File: config.mk
export PLATFORM = sky130hd
export DESIGN_NAME = serializador_flat
export DESIGN_NICKNAME = d
export VERILOG_FILES = /design/src/rtl/serializador_pkg.sv /design/src/rtl/serializador_if.sv /design/src/rtl/serializador_contador_bits.sv /design/src/rtl/serializador.sv /design/src/flat_wrapper.sv
export SDC_FILE = /design/constraint.sdc
export NUM_CORES = 1
export LEC_CHECK = 0
export CORE_UTILIZATION = 51
export DETAILED_ROUTE_END_ITERATION = 7
export PLACE_DENSITY = 0.82
export SLEW_MARGIN = 20
export SYNTH_ARGS = -nofsm -noshare
export SYNTH_HDL_FRONTEND = slang
export SYNTH_SLANG_ARGS = --single-unit
File: constraint.sdc
create_clock -name clk -period 3.9 [get_ports clk]
set_input_delay 0.78 -clock clk [delete_from_list [all_inputs] [get_ports clk]]
set_output_delay 0.78 -clock clk [all_outputs]
set_load 0.01 [all_outputs]
File: src/rtl/serializador_pkg.sv
// Shared definitions for the word serializer: FSM encoding and default geometry.
package serializador_pkg;

  typedef enum logic [1:0] {
    StIdle  = 2'd0,
    StShift = 2'd1,
    StGap   = 2'd2
  } state_e;

  localparam int unsigned DefWidth = 8;
  localparam int unsigned DefGap   = 0;

  // GAP is limited to 0..7, so three bits always cover the gap count.
  localparam int unsigned GapCntW = 3;

  // Bits needed to hold WIDTH-1 in the bit counter (WIDTH >= 2).
  function automatic int unsigned bit_cnt_width(int unsigned width);
    return (width <= 2) ? 1 : $clog2(width);
  endfunction

endpackage

File: src/rtl/serializador_if.sv
// Parallel-in / serial-out bundle between the upstream producer, the serializer and the detector.
interface serializador_if
  import serializador_pkg::*;
#(
  parameter int unsigned WIDTH = DefWidth
);

  logic [WIDTH-1:0] data_in;
  logic             valid_in;
  logic             ready_out;
  logic             x;
  logic             x_valid;
  logic             last;

  modport master (
    output data_in,
    output valid_in,
    input  ready_out,
    input  x,
    input  x_valid,
    input  last
  );

  modport slave (
    input  data_in,
    input  valid_in,
    output ready_out,
    output x,
    output x_valid,
    output last
  );

endinterface

File: src/rtl/serializador_contador_bits.sv
// Loadable down-counter with zero flag; saturates at zero instead of wrapping.
module serializador_contador_bits #(
  parameter int unsigned CW = 4
) (
  input  logic          clk,
  input  logic          rst,
  input  logic          load,
  input  logic [CW-1:0] load_value,
  input  logic          dec,
  output logic          zero
);

  logic [CW-1:0] count_q, count_d;

  always_comb begin
    count_d = count_q;
    if (load) begin
      count_d = load_value;
    end else if (dec && (count_q != '0)) begin
      count_d = count_q - 1'b1;
    end
  end

  always_ff @(posedge clk) begin
    if (rst) begin
      count_q <= '0;
    end else begin
      count_q <= count_d;
    end
  end

  assign zero = (count_q == '0);

endmodule

File: src/rtl/serializador.sv
// MSB-first word serializer with valid/ready intake and an optional idle gap between words.
module serializador
  import serializador_pkg::*;
#(
  parameter int unsigned WIDTH = DefWidth,
  parameter int unsigned GAP   = DefGap
) (
  input logic           clk,
  input logic           rst,
  serializador_if.slave bus
);

  localparam int unsigned BitCntW = bit_cnt_width(WIDTH);
  localparam logic [BitCntW-1:0] BitLoad = BitCntW'(WIDTH - 1);
  localparam logic [GapCntW-1:0] GapLoad = GapCntW'((GAP == 0) ? 0 : GAP - 1);

  state_e           state_q, state_d;
  logic [WIDTH-1:0] sr_q, sr_d;

  logic bit_load, bit_dec, bit_zero;
  logic gap_load, gap_dec, gap_zero;

  serializador_contador_bits #(
    .CW(BitCntW)
  ) u_bit_cnt (
    .clk       (clk),
    .rst       (rst),
    .load      (bit_load),
    .load_value(BitLoad),
    .dec       (bit_dec),
    .zero      (bit_zero)
  );

  serializador_contador_bits #(
    .CW(GapCntW)
  ) u_gap_cnt (
    .clk       (clk),
    .rst       (rst),
    .load      (gap_load),
    .load_value(GapLoad),
    .dec       (gap_dec),
    .zero      (gap_zero)
  );

  // Outputs depend only on state_q/sr_q/counter flags, never on data_in or valid_in.
  always_comb begin
    state_d       = state_q;
    sr_d          = sr_q;
    bit_load      = 1'b0;
    bit_dec       = 1'b0;
    gap_load      = 1'b0;
    gap_dec       = 1'b0;
    bus.ready_out = 1'b0;
    bus.x         = 1'b0;
    bus.x_valid   = 1'b0;
    bus.last      = 1'b0;

    unique case (state_q)
      StIdle: begin
        bus.ready_out = 1'b1;
        if (bus.valid_in) begin
          sr_d     = bus.data_in;
          bit_load = 1'b1;
          state_d  = StShift;
        end
      end

      StShift: begin
        bus.x       = sr_q[WIDTH-1];
        bus.x_valid = 1'b1;
        sr_d        = {sr_q[WIDTH-2:0], 1'b0};
        if (bit_zero) begin
          bus.last = 1'b1;
          if (GAP == 0) begin
            // Back-to-back: a word taken on the LSB cycle follows with no bubble.
            bus.ready_out = 1'b1;
            if (bus.valid_in) begin
              sr_d     = bus.data_in;
              bit_load = 1'b1;
            end else begin
              state_d = StIdle;
            end
          end else begin
            gap_load = 1'b1;
            state_d  = StGap;
          end
        end else begin
          bit_dec = 1'b1;
        end
      end

      StGap: begin
        if (gap_zero) begin
          state_d = StIdle;
        end else begin
          gap_dec = 1'b1;
        end
      end

      default: begin
        state_d = StIdle;
      end
    endcase
  end

  always_ff @(posedge clk) begin
    if (rst) begin
      state_q <= StIdle;
      sr_q    <= '0;
    end else begin
      state_q <= state_d;
      sr_q    <= sr_d;
    end
  end

endmodule
File: src/flat_wrapper.sv
// flat-port wrapper written by rule: the top's interface ports become plain ports
module serializador_flat import serializador_pkg::*;
#(
  parameter int unsigned WIDTH = DefWidth,
  parameter int unsigned GAP   = DefGap
)
  (clk, rst, bus_data_in, bus_valid_in, bus_ready_out, bus_x, bus_x_valid, bus_last);
  serializador_if #(.WIDTH(WIDTH)) bus_i ();
  input logic clk;
  input logic rst;
  input wire logic [$bits(bus_i.data_in)-1:0] bus_data_in;
  input wire logic [$bits(bus_i.valid_in)-1:0] bus_valid_in;
  output wire logic [$bits(bus_i.ready_out)-1:0] bus_ready_out;
  output wire logic [$bits(bus_i.x)-1:0] bus_x;
  output wire logic [$bits(bus_i.x_valid)-1:0] bus_x_valid;
  output wire logic [$bits(bus_i.last)-1:0] bus_last;
  assign bus_i.data_in = bus_data_in;
  assign bus_i.valid_in = bus_valid_in;
  assign bus_ready_out = bus_i.ready_out;
  assign bus_x = bus_i.x;
  assign bus_x_valid = bus_i.x_valid;
  assign bus_last = bus_i.last;
  serializador #(.WIDTH(WIDTH), .GAP(GAP)) u_core (.clk(clk), .rst(rst), .bus(bus_i));
endmodule
==> results_dict.tcl, run 1 <==
set metrics [dict create \
    fp.coreArea_mm2 0.00117 \
    skew_ps 2.78 \
    worstMarginPinSlew_ps 692 \
    syn_area_per_cell_um2 9.60 \
    maxSlewViolCount 0 \
    cts_buffers 3 \
    synth_cell_types 31 \
    grt_max_degree 18 \
    rsz0062_at_grt "no" \
    wl_um 1270 \
    grt_pass1_vias 501 \
    synthTopCellsByCount "dfxtp_1, nor2_1, a21oi_1" \
    ios 15 \
    cts_tree "done" \
    wl_per_cell_um 13.1 \
    fin_crit_sh_pct 64.4 \
    seq_area_um2 240 \
    post_cts_buffers 0 \
    critical_path_class "register to output pin" \
    clk-insertion-delay-late_ps 260 \
    clk_pin_slew_ps 70 \
    first_iter_violations 11 \
    die_x_um 38.3 \
    grt.total_usage_pct 21.5 \
    gp_congestion 0.756 \
    finalCriticalPeriod_ps 2510 \
    drive_gt1_share_pct 19.3 \
    yosysTopAreaCell "dfxtp_1" \
    timing.fmax_ghz 0.398 \
    end_kind "output pin" \
    yosys_warnings 0 \
    leakagePower_nw 0.316 \
    ant_nets 0 \
    num_rows 12 \
    synth_area_leaders "dfxtp_1, o221a_2, mux2i_1" \
    synth_edf_count 0 \
    synthArstFlopShare_pct 0 \
    syn_inst 70 \
    antenna_found_initial 0 \
    fin_nets 98 \
    tns_ps 0 \
    area_growth_pct 21.2 \
    port_buffers 14 \
    yosysMostFrequentCell "dfxtp_1" \
    power_mw 0.296 \
    drtPass1Iterations 3 \
    diodes 0 \
    die_h_um 38.3 \
    startpoint_type "register" \
    clock_path_buffers 2 \
    relSlewSlack_pct 53.7 \
    cp.arrival_ps 1730 \
    layout_setup_ws_ps 1390 \
    finalHoldViolations 0 \
    placed_cell_area_um2 792 \
    postCtsHoldBufs 0 \
    setup_violations 0 \
    die_area_mm2 0.00147 \
    synth-seq-cells 12 \
    cts_max_level 1 \
    grt_pass1_wl_um 2140 \
    fill_cells 103 \
    drcViolationCount 0 \
    maxCapViolations 0 \
    holdCritPathClass "register to register" \
    synthesis.nets 83 \
    power_density_mw_per_mm2 364 \
    ctsResizeCount 0 \
    post-place-ws_ps 1480 \
    num_vias 544 \
    routed_via_density 5.61 \
    cts_root_buf "clkbuf_4" \
    required_ps 3120 \
    start_util_pct 57.4 \
    seq_area_frac_synth_pct 35.8 \
    multi_input_area_um2 379 \
    syn-cell-area_um2 672 \
    final_design_area_no_fill_um2 815 \
    synth_top_area_share_pct 35.8 \
    synth_flop_cell "dfxtp_1" \
    crit_fanout 14 \
    grt_overflow 0 \
    peakVddDrop_uv 231 \
    status "complete, no violations" \
    cts_sinks 12 \
    dp_hpwl_um 905 \
]
==> power by group <==
part           internal, mW  switching, mW
clock                0.0357         0.0386
combinational        0.0416         0.0354
sequential            0.135        0.00996
==> critical path, cell delays in order (launching register included) <==
cell	delay (ps)
dfxtp_1	610
inv_2	180
nor2_1	140
clkdlybuf4s50_1	530
==> cells in the final DEF, fill, tap and decap left out, types with 2 or more instances in the layout <==
master,n
a211oi_1,2
a21oi_1,6
clkbuf_4,3
clkdlybuf4s50_1,14
dfxtp_1,12
ha_1,2
inv_1,3
mux2i_1,4
nand2_1,2
nor2_1,7
nor3_1,5
o21ai_0,2
o221a_1,2
o221a_2,4
==> final cells by class <==
cell class,instances,area share [%]
Clock buffer,3,2.76
Sequential cell,12,29.5
Timing Repair Buffer,14,17.2
Inverter,4,1.84
Multi-Input combinational cell,50,46.5
Tap cell,14,2.15
==> worst paths after layout <==
| path | start | cells after the start | slack, ps | to |
|---|---|---|---|---|
| worst max register to register | u_core.u_bit_cnt.count_q[0]$_SDFFE_PP0P_ | 5 | 2510 | u_core.sr_q[5]$_SDFFE_PP0P_ |
| worst min register to register | u_core.sr_q[0]$_SDFFE_PP0P_ | 1 | 530 | u_core.sr_q[1]$_SDFFE_PP0P_ |
| worst min-delay path | u_core.sr_q[0]$_SDFFE_PP0P_ | 1 | 530 | u_core.sr_q[1]$_SDFFE_PP0P_ |
| worst max-delay path | u_core.state_q[0]$_SDFFE_PP0P_ | 3 | 1390 | bus_last |
==> flip-flops by register name (all words and copies together), names as in the netlist <==
| name | count |
|---|---|
| u_core.u_bit_cnt.count_q | 3 |
| u_core.sr_q | 8 |
| u_core.state_q | 1 |
==> kinds of logic after synthesis <==
logic type      count (synthesis)  synth area share (%)
compound gates                 20                  24.0
simple gates                   23                  21.0
mux                             5                  7.64
buf+inv                         8                  7.82
fa+ha+maj                       2                  3.72
flops                          12                  35.8
==> stage by stage <==
step / hold slack [ps] / cells / util [%]
finish: 530 / 97 / 69.6
global route: 541 / 97 / 69.6
CTS: 537 / 97 / 69.6
detailed placement: 520 / 94 / 67.6
global placement: 515 / 94 / 67.6
floorplan: 493 / 70 / -
==> routing by layer <==
| metal | GRT usage [%] | vias to the layer above | part of all wire, % |
|---|---|---|---|
| met5 | 0 | - | 0 |
| met4 | 13.4 | 0 | 0.79 |
| met3 | 3.49 | 2 | 3.0 |
| met2 | 33.5 | 8 | 45 |
| met1 | 27.2 | 244 | 51 |
| li1 | - | 290 | - |
Note: power is estimated with default switching activity, not from simulation.
==> run 2: changes to the inputs <==
--- a/config.mk
+++ b/config.mk
@@ -5,9 +5,9 @@
 export SDC_FILE = /design/constraint.sdc
 export NUM_CORES = 1
 export LEC_CHECK = 0
-export CORE_UTILIZATION = 51
+export CORE_UTILIZATION = 43
 export DETAILED_ROUTE_END_ITERATION = 7
-export PLACE_DENSITY = 0.82
+export PLACE_DENSITY = 0.74
 export SLEW_MARGIN = 20
 export SYNTH_ARGS = -nofsm -noshare
 export SYNTH_HDL_FRONTEND = slang
==> constraint.sdc (replaced) <==
create_clock -name clk -period 2.09 [get_ports clk]
set_input_delay 0.418 -clock clk [delete_from_list [all_inputs] [get_ports clk]]
set_output_delay 0.418 -clock clk [all_outputs]
set_load 0.01 [all_outputs]
==> results_dict.tcl, run 2 (synthesis results as in run 1) <==
set metrics [dict create \
    status "complete, no violations" \
    num_rows 13 \
    critical_path_class "register to output pin" \
    setup_violations 0 \
    grt_pass1_vias 601 \
    clk-insertion-delay-late_ps 280 \
    first_iter_violations 22 \
    relSlewSlack_pct 66.3 \
    final_cells 102 \
    fill_cells 116 \
    fp.coreArea_mm2 0.00138 \
    cp.arrival_ps 1550 \
    wl_um 1470 \
    fin_hold_ws_ps 536 \
    rsz0062_at_grt "no" \
    die_area_mm2 0.00172 \
    port_buffers 14 \
    worstMarginPinSlew_ps 504 \
    grt_pass1_wl_um 2530 \
    die_h_um 41.5 \
    top_register "u_core.sr_q" \
    tns_ps 0 \
    cts_root_buf "clkbuf_4" \
    peakVddDrop_uv 388 \
    ios 15 \
    cts_sinks 12 \
    wl_per_cell_um 14.5 \
    dp_hpwl_um 995 \
    skew_ps 3.22 \
    clk_pin_slew_ps 80 \
    maxCapViolations 0 \
    required_ps 1670 \
    drcViolationCount 0 \
    finalCriticalPeriod_ps 1970 \
    end_kind "output pin" \
    area_growth_pct 29.1 \
    antenna_found_initial 0 \
    drtPass1Iterations 4 \
    top_regs "u_core.sr_q: 8 flops, u_core.u_bit_cnt.count_q: 3 flops, u_core.state_q: 1 flops" \
    placed_cells 98 \
    diodes 0 \
    timing.fmax_ghz 0.507 \
    ant_nets 0 \
    holdCritPathClass "register to register" \
    power_mw 0.626 \
    mostFrequentLayoutCells "clkdlybuf4s50_1, dfxtp_1, nor2_1" \
    grt_overflow 0 \
    leakagePower_nw 0.355 \
    final_common_cell "clkdlybuf4s50_1" \
    maxSlewViolCount 0 \
    drive_gt1_share_pct 25.3 \
    routed_via_density 5.73 \
    power_density_mw_per_mm2 722 \
    clock_path_buffers 2 \
    grt.total_usage_pct 19.7 \
    fin_nets 101 \
    cts_tree "done" \
    grt_max_degree 13 \
    crit_fanout 6 \
    start_util_pct 48.6 \
    finalHoldViolations 0 \
    largest_reg_flops 8 \
    startpoint_type "register" \
    num_vias 584 \
    gp_congestion 0.823 \
    cts_buffers 3 \
    cts_max_level 1 \
    fin_crit_sh_pct 94.3 \
    die_x_um 41.5 \
]
run 2: per-layer routing:
layer  vias up  routed length [µm]  GRT usage (%)
li1        297                   -              -
met1       271                 716           24.2
met2        12                 663           29.7
met3         4                  45           3.91
met4         0                  48           15.5
met5         -                   0              0
run 2: repair_timing:
item	4_1_cts	5_1_grt
endpoints found under the setup margin	2	2
resized for setup	2	2
hold buffers	0	0
buffers inserted	0	0
endpoints found under the hold margin	0	0
run 2: cell type report:
cell class	count	area (µm²)	share of cell area (%)
multi-input cells	50	392	45.2
clock buffers	4	36.3	4.18
repair buffers	17	165	19.0
flip-flops and latches	12	240	27.7
inverters	4	15.0	1.73
well taps	15	18.8	2.16
run 2: critical path, stage by stage (launching register included):
cell             delay (ps)
dfxtp_1                 320
inv_1                   110
ha_4                    180
nand2b_4                 80
nand2_1                  70
clkdlybuf4s50_1         520
run 2: final timing paths:
path	start	end	slack, ps	cells past startpoint
max	u_core.u_bit_cnt.count_q[1]$_SDFFE_PP0P_	bus_ready_out	120	5
min	u_core.u_bit_cnt.count_q[0]$_SDFFE_PP0P_	u_core.u_bit_cnt.count_q[0]$_SDFFE_PP0P_	540	2
max reg2reg	u_core.u_bit_cnt.count_q[1]$_SDFFE_PP0P_	u_core.u_bit_cnt.count_q[2]$_SDFFE_PP0P_	820	5
min reg2reg	u_core.u_bit_cnt.count_q[0]$_SDFFE_PP0P_	u_core.u_bit_cnt.count_q[0]$_SDFFE_PP0P_	540	2
run 2: stage by stage:
step	util, %	instance area (µm²)	worst slack, ps
after global routing	62.7	867	38.2
after CTS	62.5	865	17.5
after detailed placement	59.0	816	246
after global placement	59.0	816	277
final	62.7	867	119
after floorplan	-	672	756
run 2: where the power goes:
group / internal [mW] / switching [mW]
registers: 0.252 / 0.0161
clock network: 0.106 / 0.0887
logic: 0.0871 / 0.0757
total: 0.445 / 0.180
==> run 3: changes to the inputs <==
--- a/config.mk
+++ b/config.mk
@@ -8,7 +8,7 @@
 export CORE_UTILIZATION = 43
 export DETAILED_ROUTE_END_ITERATION = 7
 export PLACE_DENSITY = 0.74
-export SLEW_MARGIN = 20
+export SLEW_MARGIN = 10
 export SYNTH_ARGS = -nofsm -noshare
 export SYNTH_HDL_FRONTEND = slang
 export SYNTH_SLANG_ARGS = --single-unit
==> results of run 3 <==
Final layout, timing and power as in run 2 (identical DEF).
